[src/rtl/updown_counter_display_pkg.sv]
// Shared definitions for the up/down counter display block.
//   - Digit and segment field widths.
//   - Active-high 7-segment patterns SEG_0..SEG_F.
//     Bit order is a..g = bits 0..6, so each value reads as gfedcba.
//   - seg_pattern(): maps a 4-bit digit to its active-high pattern.
//   - base_legal(): accepts only the supported per-digit moduli, 10 and 16.
package updown_counter_display_pkg;

  localparam int DIGIT_W = 4;
  localparam int SEG_W   = 7;

  localparam logic [SEG_W-1:0] SEG_0 = 7'h3F;
  localparam logic [SEG_W-1:0] SEG_1 = 7'h06;
  localparam logic [SEG_W-1:0] SEG_2 = 7'h5B;
  localparam logic [SEG_W-1:0] SEG_3 = 7'h4F;
  localparam logic [SEG_W-1:0] SEG_4 = 7'h66;
  localparam logic [SEG_W-1:0] SEG_5 = 7'h6D;
  localparam logic [SEG_W-1:0] SEG_6 = 7'h7D;
  localparam logic [SEG_W-1:0] SEG_7 = 7'h07;
  localparam logic [SEG_W-1:0] SEG_8 = 7'h7F;
  localparam logic [SEG_W-1:0] SEG_9 = 7'h6F;
  localparam logic [SEG_W-1:0] SEG_A = 7'h77;
  localparam logic [SEG_W-1:0] SEG_B = 7'h7C;
  localparam logic [SEG_W-1:0] SEG_C = 7'h39;
  localparam logic [SEG_W-1:0] SEG_D = 7'h5E;
  localparam logic [SEG_W-1:0] SEG_E = 7'h79;
  localparam logic [SEG_W-1:0] SEG_F = 7'h71;

  function automatic logic [SEG_W-1:0] seg_pattern(input logic [DIGIT_W-1:0] d);
    case (d)
      4'h0:    return SEG_0;
      4'h1:    return SEG_1;
      4'h2:    return SEG_2;
      4'h3:    return SEG_3;
      4'h4:    return SEG_4;
      4'h5:    return SEG_5;
      4'h6:    return SEG_6;
      4'h7:    return SEG_7;
      4'h8:    return SEG_8;
      4'h9:    return SEG_9;
      4'hA:    return SEG_A;
      4'hB:    return SEG_B;
      4'hC:    return SEG_C;
      4'hD:    return SEG_D;
      4'hE:    return SEG_E;
      default: return SEG_F;
    endcase
  endfunction

  function automatic bit base_legal(input int b);
    return (b == 10) || (b == 16);
  endfunction

endpackage

[src/rtl/updown_counter_display_seg7_decoder.sv]
// seg7_decoder: converts one 4-bit digit into 7 segment drive lines.
//   digit     in   4   digit value 0..F
//   segments  out  7   a..g on bits 0..6
// When SEG_ACTIVE_LOW is set, all segment lines are inverted for
// common-anode panels.
module seg7_decoder
  import updown_counter_display_pkg::*;
#(
  parameter int SEG_ACTIVE_LOW = 0
) (
  input  logic [DIGIT_W-1:0] digit,
  output logic [SEG_W-1:0]   segments
);

  logic [SEG_W-1:0] pattern;

  assign pattern  = seg_pattern(digit);
  assign segments = (SEG_ACTIVE_LOW != 0) ? ~pattern : pattern;

endmodule

[src/rtl/updown_counter_display.sv]
// updown_counter_display: multi-digit BCD/hex up/down counter driving 7-segment displays.
//
// Ports
//   clock       in   1          rising-edge clock
//   n_reset     in   1          asynchronous active-low reset; the caller synchronises release
//   enable      in   1          take one count step this cycle
//   down        in   1          step direction: 0 = up, 1 = down
//   load        in   1          synchronous load of load_value; overrides enable
//   load_value  in   4*DIGITS   digit i in bits [4i+3:4i]
//   count       out  4*DIGITS   registered count; digit 0 is least significant
//   display     out  7*DIGITS   segments for digit i in [7i+6:7i]
//   terminal    out  1          one-cycle pulse after a step taken at a limit
//   at_max      out  1          every digit equals BASE-1
//   at_min      out  1          every digit equals 0
//
// Parameters
//   DIGITS          number of cascaded digits, 1..8
//   BASE            per-digit modulus, 10 or 16
//   WRAP            1 = wrap around at the limits, 0 = saturate at the limits
//   SEG_ACTIVE_LOW  1 = invert every segment output
//
// Timing: count and terminal are registered. display, at_max and at_min are
// decoded combinationally from count, with no extra register.
module updown_counter_display
  import updown_counter_display_pkg::*;
#(
  parameter int DIGITS         = 2,
  parameter int BASE           = 10,
  parameter int WRAP           = 1,
  parameter int SEG_ACTIVE_LOW = 0
) (
  input  logic                    clock,
  input  logic                    n_reset,
  input  logic                    enable,
  input  logic                    down,
  input  logic                    load,
  input  logic [4*DIGITS-1:0]     load_value,
  output logic [4*DIGITS-1:0]     count,
  output logic [7*DIGITS-1:0]     display,
  output logic                    terminal,
  output logic                    at_max,
  output logic                    at_min
);

  localparam logic [DIGIT_W-1:0] DIGIT_MAX = DIGIT_W'(BASE - 1);

  if (!base_legal(BASE)) begin : g_bad_base
    $error("updown_counter_display: BASE must be 10 or 16");
  end
  if (DIGITS < 1 || DIGITS > 8) begin : g_bad_digits
    $error("updown_counter_display: DIGITS must be 1..8");
  end

  // carry[i]  : every digit below i is at DIGIT_MAX, so digit i advances on an up step.
  // borrow[i] : every digit below i is 0, so digit i retreats on a down step.
  // The final entries of each chain double as the whole-count limit flags.
  logic [DIGITS:0]         carry;
  logic [DIGITS:0]         borrow;
  logic [4*DIGITS-1:0]     count_up;
  logic [4*DIGITS-1:0]     count_dn;
  logic [4*DIGITS-1:0]     load_clamped;
  logic [4*DIGITS-1:0]     count_next;
  logic                    terminal_next;

  always_comb begin
    carry        = '0;
    borrow       = '0;
    carry[0]     = 1'b1;
    borrow[0]    = 1'b1;
    count_up     = count;
    count_dn     = count;
    load_clamped = '0;
    for (int i = 0; i < DIGITS; i++) begin
      carry[i+1]  = carry[i]  & (count[4*i +: 4] == DIGIT_MAX);
      borrow[i+1] = borrow[i] & (count[4*i +: 4] == 4'd0);
      if (carry[i]) begin
        count_up[4*i +: 4] = (count[4*i +: 4] == DIGIT_MAX) ? 4'd0
                                                            : count[4*i +: 4] + 4'd1;
      end
      if (borrow[i]) begin
        count_dn[4*i +: 4] = (count[4*i +: 4] == 4'd0) ? DIGIT_MAX
                                                       : count[4*i +: 4] - 4'd1;
      end
      // Out-of-range load digits (A..F in BCD) are clamped so that count never
      // holds a code the base cannot represent.
      load_clamped[4*i +: 4] = (load_value[4*i +: 4] > DIGIT_MAX) ? DIGIT_MAX
                                                                  : load_value[4*i +: 4];
    end
  end

  assign at_max = carry[DIGITS];
  assign at_min = borrow[DIGITS];

  // At a limit, count_up and count_dn already hold the wrapped value,
  // so saturation only needs to select the current count instead.
  always_comb begin
    count_next    = count;
    terminal_next = 1'b0;
    if (load) begin
      count_next = load_clamped;
    end else if (enable && !down) begin
      count_next    = (at_max && WRAP == 0) ? count : count_up;
      terminal_next = at_max;
    end else if (enable && down) begin
      count_next    = (at_min && WRAP == 0) ? count : count_dn;
      terminal_next = at_min;
    end
  end

  // ---- register stage: count and terminal ----
  always_ff @(posedge clock or negedge n_reset) begin
    if (!n_reset) begin
      count    <= '0;
      terminal <= 1'b0;
    end else begin
      count    <= count_next;
      terminal <= terminal_next;
    end
  end

  // ---- combinational display decode ----
  for (genvar g = 0; g < DIGITS; g++) begin : g_digit
    seg7_decoder #(
      .SEG_ACTIVE_LOW(SEG_ACTIVE_LOW)
    ) u_dec (
      .digit   (count[4*g +: 4]),
      .segments(display[7*g +: 7])
    );
  end

endmodule

[config.mk]
export PLATFORM = sky130hd
export DESIGN_NAME = updown_counter_display
export DESIGN_NICKNAME = d
export VERILOG_FILES = /design/src/rtl/updown_counter_display_pkg.sv /design/src/rtl/updown_counter_display_seg7_decoder.sv /design/src/rtl/updown_counter_display.sv
export SDC_FILE = /design/constraint.sdc
export NUM_CORES = 1
export LEC_CHECK = 0
export CAP_MARGIN = 20
export CORE_UTILIZATION = 40
export DETAILED_ROUTE_END_ITERATION = 10
export PLACE_DENSITY = 0.74
export SYNTH_ARGS = -nofsm -noshare
export SYNTH_HDL_FRONTEND = slang
export SYNTH_HIERARCHICAL = 1
export SYNTH_SLANG_ARGS = --single-unit
[constraint.sdc]
create_clock -name clock -period 3.47 [get_ports clock]
set_clock_uncertainty 0.15 [all_clocks]
set_input_delay 0.694 -clock clock [delete_from_list [all_inputs] [get_ports clock]]
set_output_delay 0.694 -clock clock [all_outputs]
set_load 0.02 [all_outputs]
==> flow_metrics.py <==
metrics = {
    "global_route": {
        "grt_util_all_layers_pct": 17.65,
        "grt_pass1_wl_um": 5064,
        "grt_pass1_vias": 1173,
        "busiest_layer": "met2",
        "grt_max_degree": 26,
        "use_met2_pct": 30.57,
        "grt-ovfl-total": 0,
        "grtUsageMet1_pct": 22.07,
        "antenna_found_initial": 0,
        "use_met3_pct": 3.520,
    },
    "floorplanning": {
        "core_area_um2": 3390,
        "die_h_um": 61.90,
        "initial_core_util_pct": 42.34,
        "dieArea_um2": 3832,
        "die_w_um": 61.90,
        "num_rows": 21,
        "pin_count": 38,
    },
    "sta": {
        "fin_ws_ns": 0.2400,
        "min_period_over_period_pct": 93.08,
        "holdWs_ns": 0.3976,
        "hold_viol_final": 0,
        "fin_setup_tns_ns": 0,
        "slew_headroom_pct": 46.99,
        "max_freq_ghz": 0.3096,
        "finalSetupViolCount": 0,
        "rsz0062_at_grt": "no",
        "min_period_ns": 3.230,
        "maxSlewViolCount": 0,
        "worst_slew_pin_slew_ns": 0.7952,
    },
    "setup_path": {
        "crit_chain": "mux2_2 -> a21oi_1 -> clkdlybuf4s50_1",
        "crit_required_ns": 2.63,
        "setup.worst_path.end_class": "output port",
        "max_stage_delay_ns": 0.86,
        "crit_type": "reg2out",
        "critPathArrivalTime_ns": 2.39,
        "path_max_fanout": 25,
        "slowest_stage": "dfrtp_1",
        "startpoint_type": "flop",
    },
    "synth": {
        "ys_top_cells_by_area": "dfrtp_1, ha_1, buf_6",
        "yosysWarnings": 6,
        "synth_fp_nets": 190,
        "synth_edf_count": 0,
        "synth-main-ff-cell": "dfrtp_1",
        "netlist.area_leader.share_pct": 15.69,
        "syn_area_um2": 1435,
        "yosysTopAreaCell": "dfrtp_1",
        "ys_async_sr_fraction_pct": 100.0,
        "netlist_instances": 163,
        "synth.distinct_cells": 54,
        "synth-seq-area-share_pct": 15.69,
        "ys_ff_latch": 9,
        "syn_area_per_cell_um2": 8.804,
    },
    "power_and_ir_drop": {
        "ir_drop_mv": 0.1199,
        "leakagePower_uw": 0.0007432,
        "p_sw_uw": 260.0,
        "power.share.switching_pct": 42.79,
        "p_int_uw": 347.6,
        "power.share.sequential_pct": 23.8,
        "power_density_nw_per_um2": 337.4,
        "clkPwrFrac_pct": 14.5,
        "combPwrFrac_pct": 61.7,
    },
    "routing": {
        "drcViolationCount": 0,
        "drt-wirelength-per-cell_um": 13.15,
        "num_vias": 1319,
        "dr.pass1.iters": 4,
        "detail-route-antenna-nets": 0,
        "wl_um": 3169,
        "drt_iter0_drc": 57,
        "vias_per_cell": 5.473,
    },
    "place": {
        "place_congestion": 0.8663,
        "dp_hpwl_um": 2332,
        "io_buffer_count": 37,
        "place_ws_ns": 0.5583,
        "place_area_um2": 1774,
    },
    "final_layout": {
        "finalNetCount": 223,
        "drive_gt1_share_pct": 12.82,
        "diodes": 0,
        "fill_cells": 324,
        "stdcell_area_um2": 1800,
        "area_growth_pct": 25.46,
    },
    "clocking": {
        "root_buffer": "clkbuf_4",
        "clk_latency_ns": 0.27,
        "cts_buffers": 3,
        "clkTransAtPathRegs_ns": 0.07,
        "cts_num_sinks": 9,
        "cts_resized": 0,
        "cts_tree": "yes",
        "cts_buffer_depth": 2,
        "post_cts_buffers": 0,
        "htree_levels": 1,
        "hold_buffers": 0,
    },
    "run_status": {
        "status": "finished, final reports clean",
    },
    "min_path": {
        "holdCritPathClass": "reg2reg",
    },
    "run": {
        "drv_cap": 0,
    },
}
[registers in the layout (all words and copies together), names as in the netlist]
signal	flops
count	8
terminal	1
[per-layer routing]
| layer | vias up | wire length (µm) |
|---|---|---|
| met5 | - | 0 |
| met4 | 0 | 46 |
| met3 | 7 | 116 |
| met2 | 29 | 1554 |
| met1 | 630 | 1452 |
| li1 | 653 | - |
[worst max-delay path, delay by kind of cell, from the launching register on]
family | cells | cell delay, ns
flip-flops | 1 | 0.86
multiplexers | 1 | 0.42
buffers and inverters | 1 | 0.64
AO/OA/AOI/OAI | 1 | 0.19
[through the flow]
step | util, % | power, µW | instances
after global routing | 53.12 | 651.8 | 241
after global placement | 52.34 | 508.4 | 237
after floorplan | - | 397.2 | 163
final | 53.12 | 607.6 | 241
after detailed placement | 52.34 | 521.1 | 237
after CTS | 53.12 | 611.0 | 241
[cells by family after synthesis]
| logic type | count (synthesis) | synth area share [%] |
|---|---|---|
| DFF | 9 | 15.69 |
| and+or+nand+nor | 47 | 20.49 |
| adders and majority gates | 14 | 12.21 |
| xor gates and xnor gates | 4 | 2.442 |
| buffers and inverters | 27 | 12.21 |
| muxes | 14 | 12.90 |
| AOI/OAI and AO/OA | 48 | 24.06 |
[cell type report]
type / instances / area, µm² / share of cell area (%)
repair buffers: 42 / 407.9 / 22.65
clock buffers: 4 / 26.28 / 1.459
flip-flops and latches: 9 / 225.2 / 12.51
well taps: 46 / 57.56 / 3.197
multi-input cells: 127 / 1035 / 57.47
inverters: 13 / 48.80 / 2.710
[cells in the mapped netlist (2+ instances only)]
| library cell | instances |
|---|---|
| ha_1 | 14 |
| inv_1 | 13 |
| o21ai_0 | 12 |
| dfrtp_1 | 9 |
| a21oi_1 | 8 |
| buf_6 | 8 |
| nor2_1 | 8 |
| mux2_2 | 6 |
| mux2i_1 | 5 |
| nor3_1 | 5 |
| nand2_1 | 4 |
| nand2b_1 | 4 |
| nor2b_1 | 4 |
| buf_4 | 3 |
| nand3b_1 | 3 |
| o21a_1 | 3 |
| or2b_1 | 3 |
| a211oi_1 | 2 |
| a31o_1 | 2 |
| a31oi_1 | 2 |
| and3b_1 | 2 |
| buf_2 | 2 |
| mux4_1 | 2 |
| nand4b_1 | 2 |
| o211a_1 | 2 |
| o31a_2 | 2 |
| o32a_1 | 2 |
| o32ai_1 | 2 |
| or2_1 | 2 |
| xnor2_1 | 2 |
| xor2_1 | 2 |
[power by group through the flow]
stage               registers [µW]  clock network (µW)  logic (µW)
floorplan                      152                   0         245
global placement               144                   0         364
detailed placement             147                   0         375
CTS                            145                89.7         377
global route                   148                94.6         409
finish                         144                88.1         375
[path summary, 6_finish.rpt]
path                          start    endpoint  slack (ns)  cells after the start
min                        count[2]    terminal        0.40                      2
max reg2reg                count[3]    count[6]        1.27                      4
min in group asynchronous   n_reset    count[4]        0.57                      1
max                        count[3]  display[5]        0.24                      3
min reg2reg                count[2]    terminal        0.40                      2
max in group asynchronous   n_reset    count[1]        2.29                      1
[placed cells by master, fill, tap and decap left out, drive strengths merged, types with 3 or more instances in the layout]
master / instances
clkdlybuf4s50: 37
ha: 14
inv: 13
o21ai: 12
dfrtp: 9
nor2: 8
a21oi: 8
mux2: 7
nor3: 6
mux2i: 5
buf: 5
nor2b: 5
nand2b: 4
nand2: 4
clkbuf: 4
or2b: 3
nand3b: 3
o21a: 3
or2: 3
o31a: 3
a31o: 3
(Power assumes the default switching activity.)
